$ cat config.mk
export PLATFORM = sky130hd
export DESIGN_NAME = stream_accumulator
export DESIGN_NICKNAME = d
export VERILOG_FILES = /design/src/rtl/stream_acc_pkg.sv /design/src/rtl/acc_sat_add.sv /design/src/rtl/stream_accumulator.sv
export SDC_FILE = /design/constraint.sdc
export NUM_CORES = 1
export LEC_CHECK = 0
export ABC_AREA = 1
export CAP_MARGIN = 20
export CORE_ASPECT_RATIO = 0.6
export CORE_MARGIN = 5
export CORE_UTILIZATION = 45
export CTS_CLUSTER_SIZE = 20
export DETAILED_ROUTE_END_ITERATION = 7
export PLACE_DENSITY = 0.71
export SYNTH_ARGS = -nofsm -noshare
export SYNTH_HDL_FRONTEND = slang
export SYNTH_SLANG_ARGS = --single-unit
$ cat constraint.sdc
create_clock -name clk -period 2.3 [get_ports clk]
set_clock_uncertainty 0.05 [all_clocks]
set_input_delay 0.46 -clock clk [delete_from_list [all_inputs] [get_ports clk]]
set_output_delay 0.46 -clock clk [all_outputs]
set_load 0.03 [all_outputs]
$ cat src/rtl/stream_acc_pkg.sv
// Shared types and defaults for the stream accumulator.
// Build option: STREAM_ACC_SAT_EN selects saturating accumulation.
package stream_acc_pkg;

  typedef enum logic {
    ACCUM = 1'b0,
    HOLD  = 1'b1
  } state_t;

  localparam int DEF_DATA_W = 32;
  localparam int DEF_ACC_W  = 32;
  localparam int DEF_WINDOW = 4;

  function automatic int cnt_w(input int window);
    return $clog2(window + 1);
  endfunction

endpackage

$ cat src/rtl/acc_sat_add.sv
// Accumulator adder with carry out of ACC_W.
// Build option: STREAM_ACC_SAT_EN clamps the sum to all-ones on carry.
module acc_sat_add #(
  parameter int ACC_W  = 32,
  parameter int DATA_W = 32
) (
  input  logic [ACC_W-1:0]  a,
  input  logic [DATA_W-1:0] b,
  output logic [ACC_W-1:0]  sum,
  output logic              carry
);

  localparam int W = ((ACC_W > DATA_W) ? ACC_W : DATA_W) + 1;

  logic [W-1:0] full;

  assign full  = W'(a) + W'(b);
  assign carry = |full[W-1:ACC_W];

`ifdef STREAM_ACC_SAT_EN
  assign sum = carry ? '1 : full[ACC_W-1:0];
`else
  assign sum = full[ACC_W-1:0];
`endif

endmodule

$ cat src/rtl/stream_accumulator.sv
// Windowed accumulator for the adder result stream.
// Build option: STREAM_ACC_SAT_EN saturates instead of wrapping.
module stream_accumulator
  import stream_acc_pkg::*;
#(
  parameter int DATA_W = DEF_DATA_W,
  parameter int ACC_W  = DEF_ACC_W,
  parameter int WINDOW = DEF_WINDOW,
  parameter int CNT_W  = cnt_w(WINDOW)
) (
  input  logic              clk,
  input  logic              rst,
  input  logic              in_valid,
  input  logic [DATA_W-1:0] in_data,
  output logic              in_ready,
  input  logic              flush,
  output logic              out_valid,
  input  logic              out_ready,
  output logic [ACC_W-1:0]  out_data,
  output logic [CNT_W-1:0]  out_count,
  output logic              overflow
);

  state_t             state_q, state_d;
  logic [ACC_W-1:0]   acc_q, acc_d;
  logic [CNT_W-1:0]   cnt_q, cnt_d;
  logic               ovf_q, ovf_d;

  logic [ACC_W-1:0]   sum;
  logic               carry;
  logic               accept;
  logic               last;

  acc_sat_add #(
    .ACC_W  (ACC_W),
    .DATA_W (DATA_W)
  ) u_add (
    .a     (acc_q),
    .b     (in_data),
    .sum   (sum),
    .carry (carry)
  );

  assign in_ready  = (state_q == ACCUM);
  assign out_valid = (state_q == HOLD);
  assign out_data  = acc_q;
  assign out_count = cnt_q;
  assign overflow  = ovf_q;

  assign accept = in_valid & in_ready;
  assign last   = (cnt_q == CNT_W'(WINDOW - 1));

  always_comb begin
    state_d = state_q;
    acc_d   = acc_q;
    cnt_d   = cnt_q;
    ovf_d   = ovf_q;
    unique case (state_q)
      ACCUM: begin
        if (accept) begin
          acc_d = sum;
          cnt_d = cnt_q + CNT_W'(1);
          ovf_d = ovf_q | carry;
        end
        // flush closes a window only if it holds at least one sample
        if ((accept && last) ||
            (flush && (accept || cnt_q != '0)))
          state_d = HOLD;
      end
      HOLD: begin
        if (out_ready) begin
          state_d = ACCUM;
          acc_d   = '0;
          cnt_d   = '0;
          ovf_d   = 1'b0;
        end
      end
      default: state_d = ACCUM;
    endcase
  end

  always_ff @(posedge clk) begin
    if (rst) begin
      state_q <= ACCUM;
      acc_q   <= '0;
      cnt_q   <= '0;
      ovf_q   <= 1'b0;
    end else begin
      state_q <= state_d;
      acc_q   <= acc_d;
      cnt_q   <= cnt_d;
      ovf_q   <= ovf_d;
    end
  end

endmodule

Yosys cells after proc, flatten, opt, wreduce, memory -nomap -nowiden
Cells that the tools add are included.
- word-level logic and storage cells: 30
- register bits: 37
- input port bits: 37
- equality and inequality tests: 3
- muxes and demuxes: 12
- reductions and logical operators: 6
- add/subtract/negate cells: 2
- bitwise operators: 3
- operators with widths (operator ; count):
    two-way mux 32 bit ; 2
    one-hot mux 32 bit (2 select lines) ; 1
    adder 32 x 32 -> 33 bit ; 1
    two-way mux 3 bit ; 2
    one-hot mux 3 bit (2 select lines) ; 1
    two-way mux 1 bit ; 4
    one-hot mux 1 bit (2 select lines) ; 2
    adder 3 x 1 -> 3 bit (second input constant) ; 1
    == test 3 x 2 -> 1 bit (second input constant) ; 1
    nonzero test 3 bit ; 1
    logical AND 1 bit ; 2
    logical OR 1 bit ; 2
    != test 2 x 1 -> 1 bit (second input constant) ; 1
    != test 2 bit (second input constant) ; 1
    AND reduction 2 bit ; 1
    AND 1 bit ; 1
    inverter 1 bit ; 1
    OR 1 bit ; 1

Longest topological paths before layout
- depth after elaboration: 7
- mapped depth: 14

By module
A second synthesis with hierarchy kept.
- cells, all modules: 684
- area total of the unflattened synthesis: 4007.6 µm²
- by module, submodules not included (module ; area an instance (µm²) ; cells an instance ; seq. area each (µm²) ; instances):
    acc_sat_add ; 2423.6 ; 505 ; 0.0 ; 1
    stream_accumulator ; 1584.0 ; 179 ; 740.7 ; 1

Worst setup path after synthesis
Ideal clock, no wire load.
- path kind: register -> register
- start: reg acc_q[0], in the netlist out_data[0]
- end: reg ovf_q, in the netlist overflow
- period minus slack after synthesis: 2.061 ns
- buffers on the path: 0
- setup slack: 0.239 ns
- data required time: 2.180 ns
- stages on the path, launching flop included: 15
- arrival: 1.941 ns
- library setup time: 0.070 ns
- cells stage by stage: dfxtp_1 -> ha_1 -> inv_1 -> fa_1 -> inv_1 -> nand3_1 -> nand3_1 -> nand2_1 -> nand2_1 -> nand2_1 -> nand2_1 -> nand2_1 -> nand3_1 -> nand2_1 -> a21oi_1
- cells in the longest elaborated chain, start to end: 4
- ends and longest elaborated chain (what ; line ; RTL):
    start: declaration ; stream_accumulator.sv:25 ; logic [ACC_W-1:0] acc_q, acc_d;
    start signal: assignment ; stream_accumulator.sv:85 ; acc_q <= '0;
    start signal: assignment ; stream_accumulator.sv:90 ; acc_q <= acc_d;
    adder 32 x 32 -> 33 bit ; acc_sat_add.sv:17 ; assign full = W'(a) + W'(b);
    OR 1 bit ; stream_accumulator.sv:63 ; ovf_d = ovf_q | carry;
    two-way mux 1 bit ; stream_accumulator.sv:60 ; if (accept) begin
    one-hot mux 1 bit (2 select lines) ; stream_accumulator.sv:58 ; unique case (state_q)
    end signal: assignment ; stream_accumulator.sv:92 ; ovf_q <= ovf_d;
    end: declaration ; stream_accumulator.sv:27 ; logic ovf_q, ovf_d;
Every way passes these cells. The select of a mux whose other input is x is not followed.
A chain may end at the register's enable or synchronous reset.

Worst setup path in the final report
- start: in in_data[0]
- end: reg acc_q[8], in the netlist out_data[8]
- cells in the longest elaborated chain, start to end: 3
- ends and longest elaborated chain (what ; line ; RTL):
    start: declaration ; stream_accumulator.sv:14 ; input logic [DATA_W-1:0] in_data,
    adder 32 x 32 -> 33 bit ; acc_sat_add.sv:17 ;
    two-way mux 32 bit ; stream_accumulator.sv:60 ;
    one-hot mux 32 bit (2 select lines) ; stream_accumulator.sv:58 ;
Every way passes these cells. The select of a mux whose other input is x is not followed.

==> impl_metrics.json <==
{
  "max_stage_delay_ps": 470,
  "syn_nets": 765,
  "worstPathRequired_ps": 2400,
  "routed-via-count": 4672,
  "area_growth_pct": 37.75,
  "startpoint": "in_data[0]",
  "final.min_clock_period_ps": 2211,
  "clk_pin_slew_ps": 60,
  "place_area_um2": 5211,
  "ys_top_cells_by_area": "nand2_1, dfxtp_1, inv_1",
  "syn_inst": 692,
  "syn_area_per_cell_um2": 5.699,
  "dr.pass1.iters": 5,
  "synth_edf_count": 0,
  "ys_seq_area_share_pct": 18.78,
  "status": "complete, no violations",
  "p_per_area_nw_per_um2": 595.0,
  "die_area_um2": 10800,
  "max_freq_mhz": 452.2,
  "dp_hpwl_mm": 10.56,
  "n_antenna_cell": 0,
  "yosysUniqueCellTypes": 32,
  "setup_viol": 0,
  "path_max_fanout": 4,
  "hold_viol": 0,
  "core.rowCount": 26,
  "cts-buffers-inserted": 5,
  "yosysWarnings": 0,
  "start_kind": "primary input",
  "cts.sinks": 37,
  "first_global_vias": 4375,
  "yosys.area.top_type": "nand2_1",
  "drv_slew": 0,
  "cp_top_family": "buffers and inverters",
  "end_kind": "register",
  "gp_congestion": 0.9635,
  "synth_area_um2": 3944,
  "nNetsFinal": 893,
  "design_area_um2": 5433,
  "drc": 0,
  "portBuffers": 74,
  "async_flop_share_pct": 0,
  "clock_latency_ps": 300,
  "critical_path_class": "primary input to register",
  "hp-start": "out_data[4]$_SDFFE_PP0P_",
  "ant_nets": 0,
  "die_h_um": 82.52,
  "hold_class": "register to register",
  "rr_startpoint": "out_data[12]$_SDFFE_PP0P_",
  "yosysTopAreaCellShare_pct": 23.98,
  "leakage_uw": 0.002856,
  "grt_max_degree": 38,
  "start_util_pct": 46.27,
  "drive_gt1_share_pct": 17.66,
  "h-tree-depth": 2,
  "viasPerCell": 5.008,
  "grt_usage_pct": 25.11,
  "ir_drop_uv": 312.7,
  "grt_pass1_wl_mm": 21.26,
  "synth-main-ff-cell": "dfxtp_1",
  "p_total_uw": 3233,
  "cts_tree": "built",
  "path_cells": "clkdlybuf4s50_1 > ha_2 > inv_1 > fa_2 > inv_2 > nand3_2 > nand3_2 > nand2_1 > nand2_2 > a21oi_1 > o21ai_0 > a21oi_1",
  "cts_root_buf": "clkbuf_16",
  "dp_cells": 924,
  "cp_data_arrival_time_ps": 2310,
  "slew_headroom_pct": 64.48,
  "overflow": 0,
  "critPathBufInv": 3,
  "die_x_um": 130.9,
  "routedWlPerCell_um": 14.17,
  "synth-seq-cells": 37,
  "first_iter_violations": 297,
  "clockBufferDepth": 2,
  "antenna_found_initial": 0,
  "core_region_area_um2": 8523,
  "max_cap_viol_count": 0,
  "ios": 75,
  "routed_wl_mm": 13.22,
  "fin_crit_sh_pct": 96.14,
  "hold_buffers": 0,
  "slowest_stage": "clkdlybuf4s50_1",
  "layout.cells.non_filler": 933,
  "tightest_slew_ps": 527.2
}
[worst paths after layout]
path,cells after the start,endpoint,slack (ps)
min,2,out_data[4]$_SDFFE_PP0P_,430
min reg2reg,2,out_data[4]$_SDFFE_PP0P_,430
max reg2reg,9,out_data[14]$_SDFFE_PP0P_,320
max,12,out_data[8]$_SDFFE_PP0P_,90
[worst register-to-register path, delay by kind of cell (launching register included)]
kind,cells,cell delay [ps]
AO/OA/AOI/OAI,3,610
adder cells (fa/ha/maj),1,320
AND/OR/NAND/NOR,4,410
flip-flops,1,410
buffers and inverters,1,60
[cells by family (layout without fill, tap and decap cells)]
| kind of cell | Yosys count | after routing | share of synthesized area [%] |
|---|---|---|---|
| simple gates | 389 | 389 | 43.72 |
| compound gates | 82 | 82 | 11.58 |
| buf+inv | 148 | 277 | 14.31 |
| fa+ha+maj | 36 | 36 | 11.61 |
| flops | 37 | 37 | 18.78 |
[per-layer routing]
layer	GRT usage (%)	up-vias	wire length, um
li1	-	2384	-
met1	37.98	2083	6908
met2	36.83	191	4984
met3	4.820	14	1181
met4	4.825	0	144
met5	0	-	0
[registers in the layout, summed over array words and instances, names as in the netlist]
signal	flops
out_count	3
out_valid	1
out_data	32
overflow	1
[synth_stat cells (4+ instances only)]
master    instances
nand2_1         252
inv_1           129
a21oi_1          55
nor2_1           42
dfxtp_1          37
nand3_1          36
ha_1             35
nand2_2          19
o21ai_0          11
nand3_2          10
inv_2             8
a21oi_2           7
nor2_2            7
buf_2             4
clkbuf_1          4
nand4_1           4
o21bai_1          4
[where the power goes]
part / internal, uW / switching [uW]
Sequential: 718 / 71.4
Combinational: 706 / 1020
Clock: 400 / 317
[through the flow]
step / utilization (%) / hold slack, ps / setup slack (ps) / setup TNS, ps
CTS: 62.77 / 433.5 / 13.01 / 0
detailed placement: 61.14 / 424.9 / -302.3 / -4732
global route: 63.74 / 458.5 / -5.624 / -16.30
finish: 63.74 / 433.3 / 88.78 / 0
floorplan: - / 549.6 / 238.7 / 0
global placement: 61.14 / 420.9 / -259.9 / -3743
[area by class of cell]
cell class,instances,area [um2]
fillers,795,3090
flip-flops and latches,37,740.7
well taps,112,140.1
inverters,138,518.0
multi-input cells,507,2714
repair buffers,131,1181
clock buffers,6,128.9
clock inverters,2,10.01
[timing repair]
item                       4_1_cts  5_1_grt
setup endpoints to repair        0       20
buffers inserted                 0        1
resized for setup                0       24
[cells in the final DEF (no fill, tap or decap), drive strengths merged, types with 4 or more instances in the layout]
cell           count
a21oi             62
buf               57
clkbuf             6
clkdlybuf4s50     74
dfxtp             37
ha                35
inv              137
nand2            272
nand3             46
nand4              4
nor2              52
nor3               4
o21ai             11
o21bai             4
or2                5
Power figures use the tool's default switching activity.
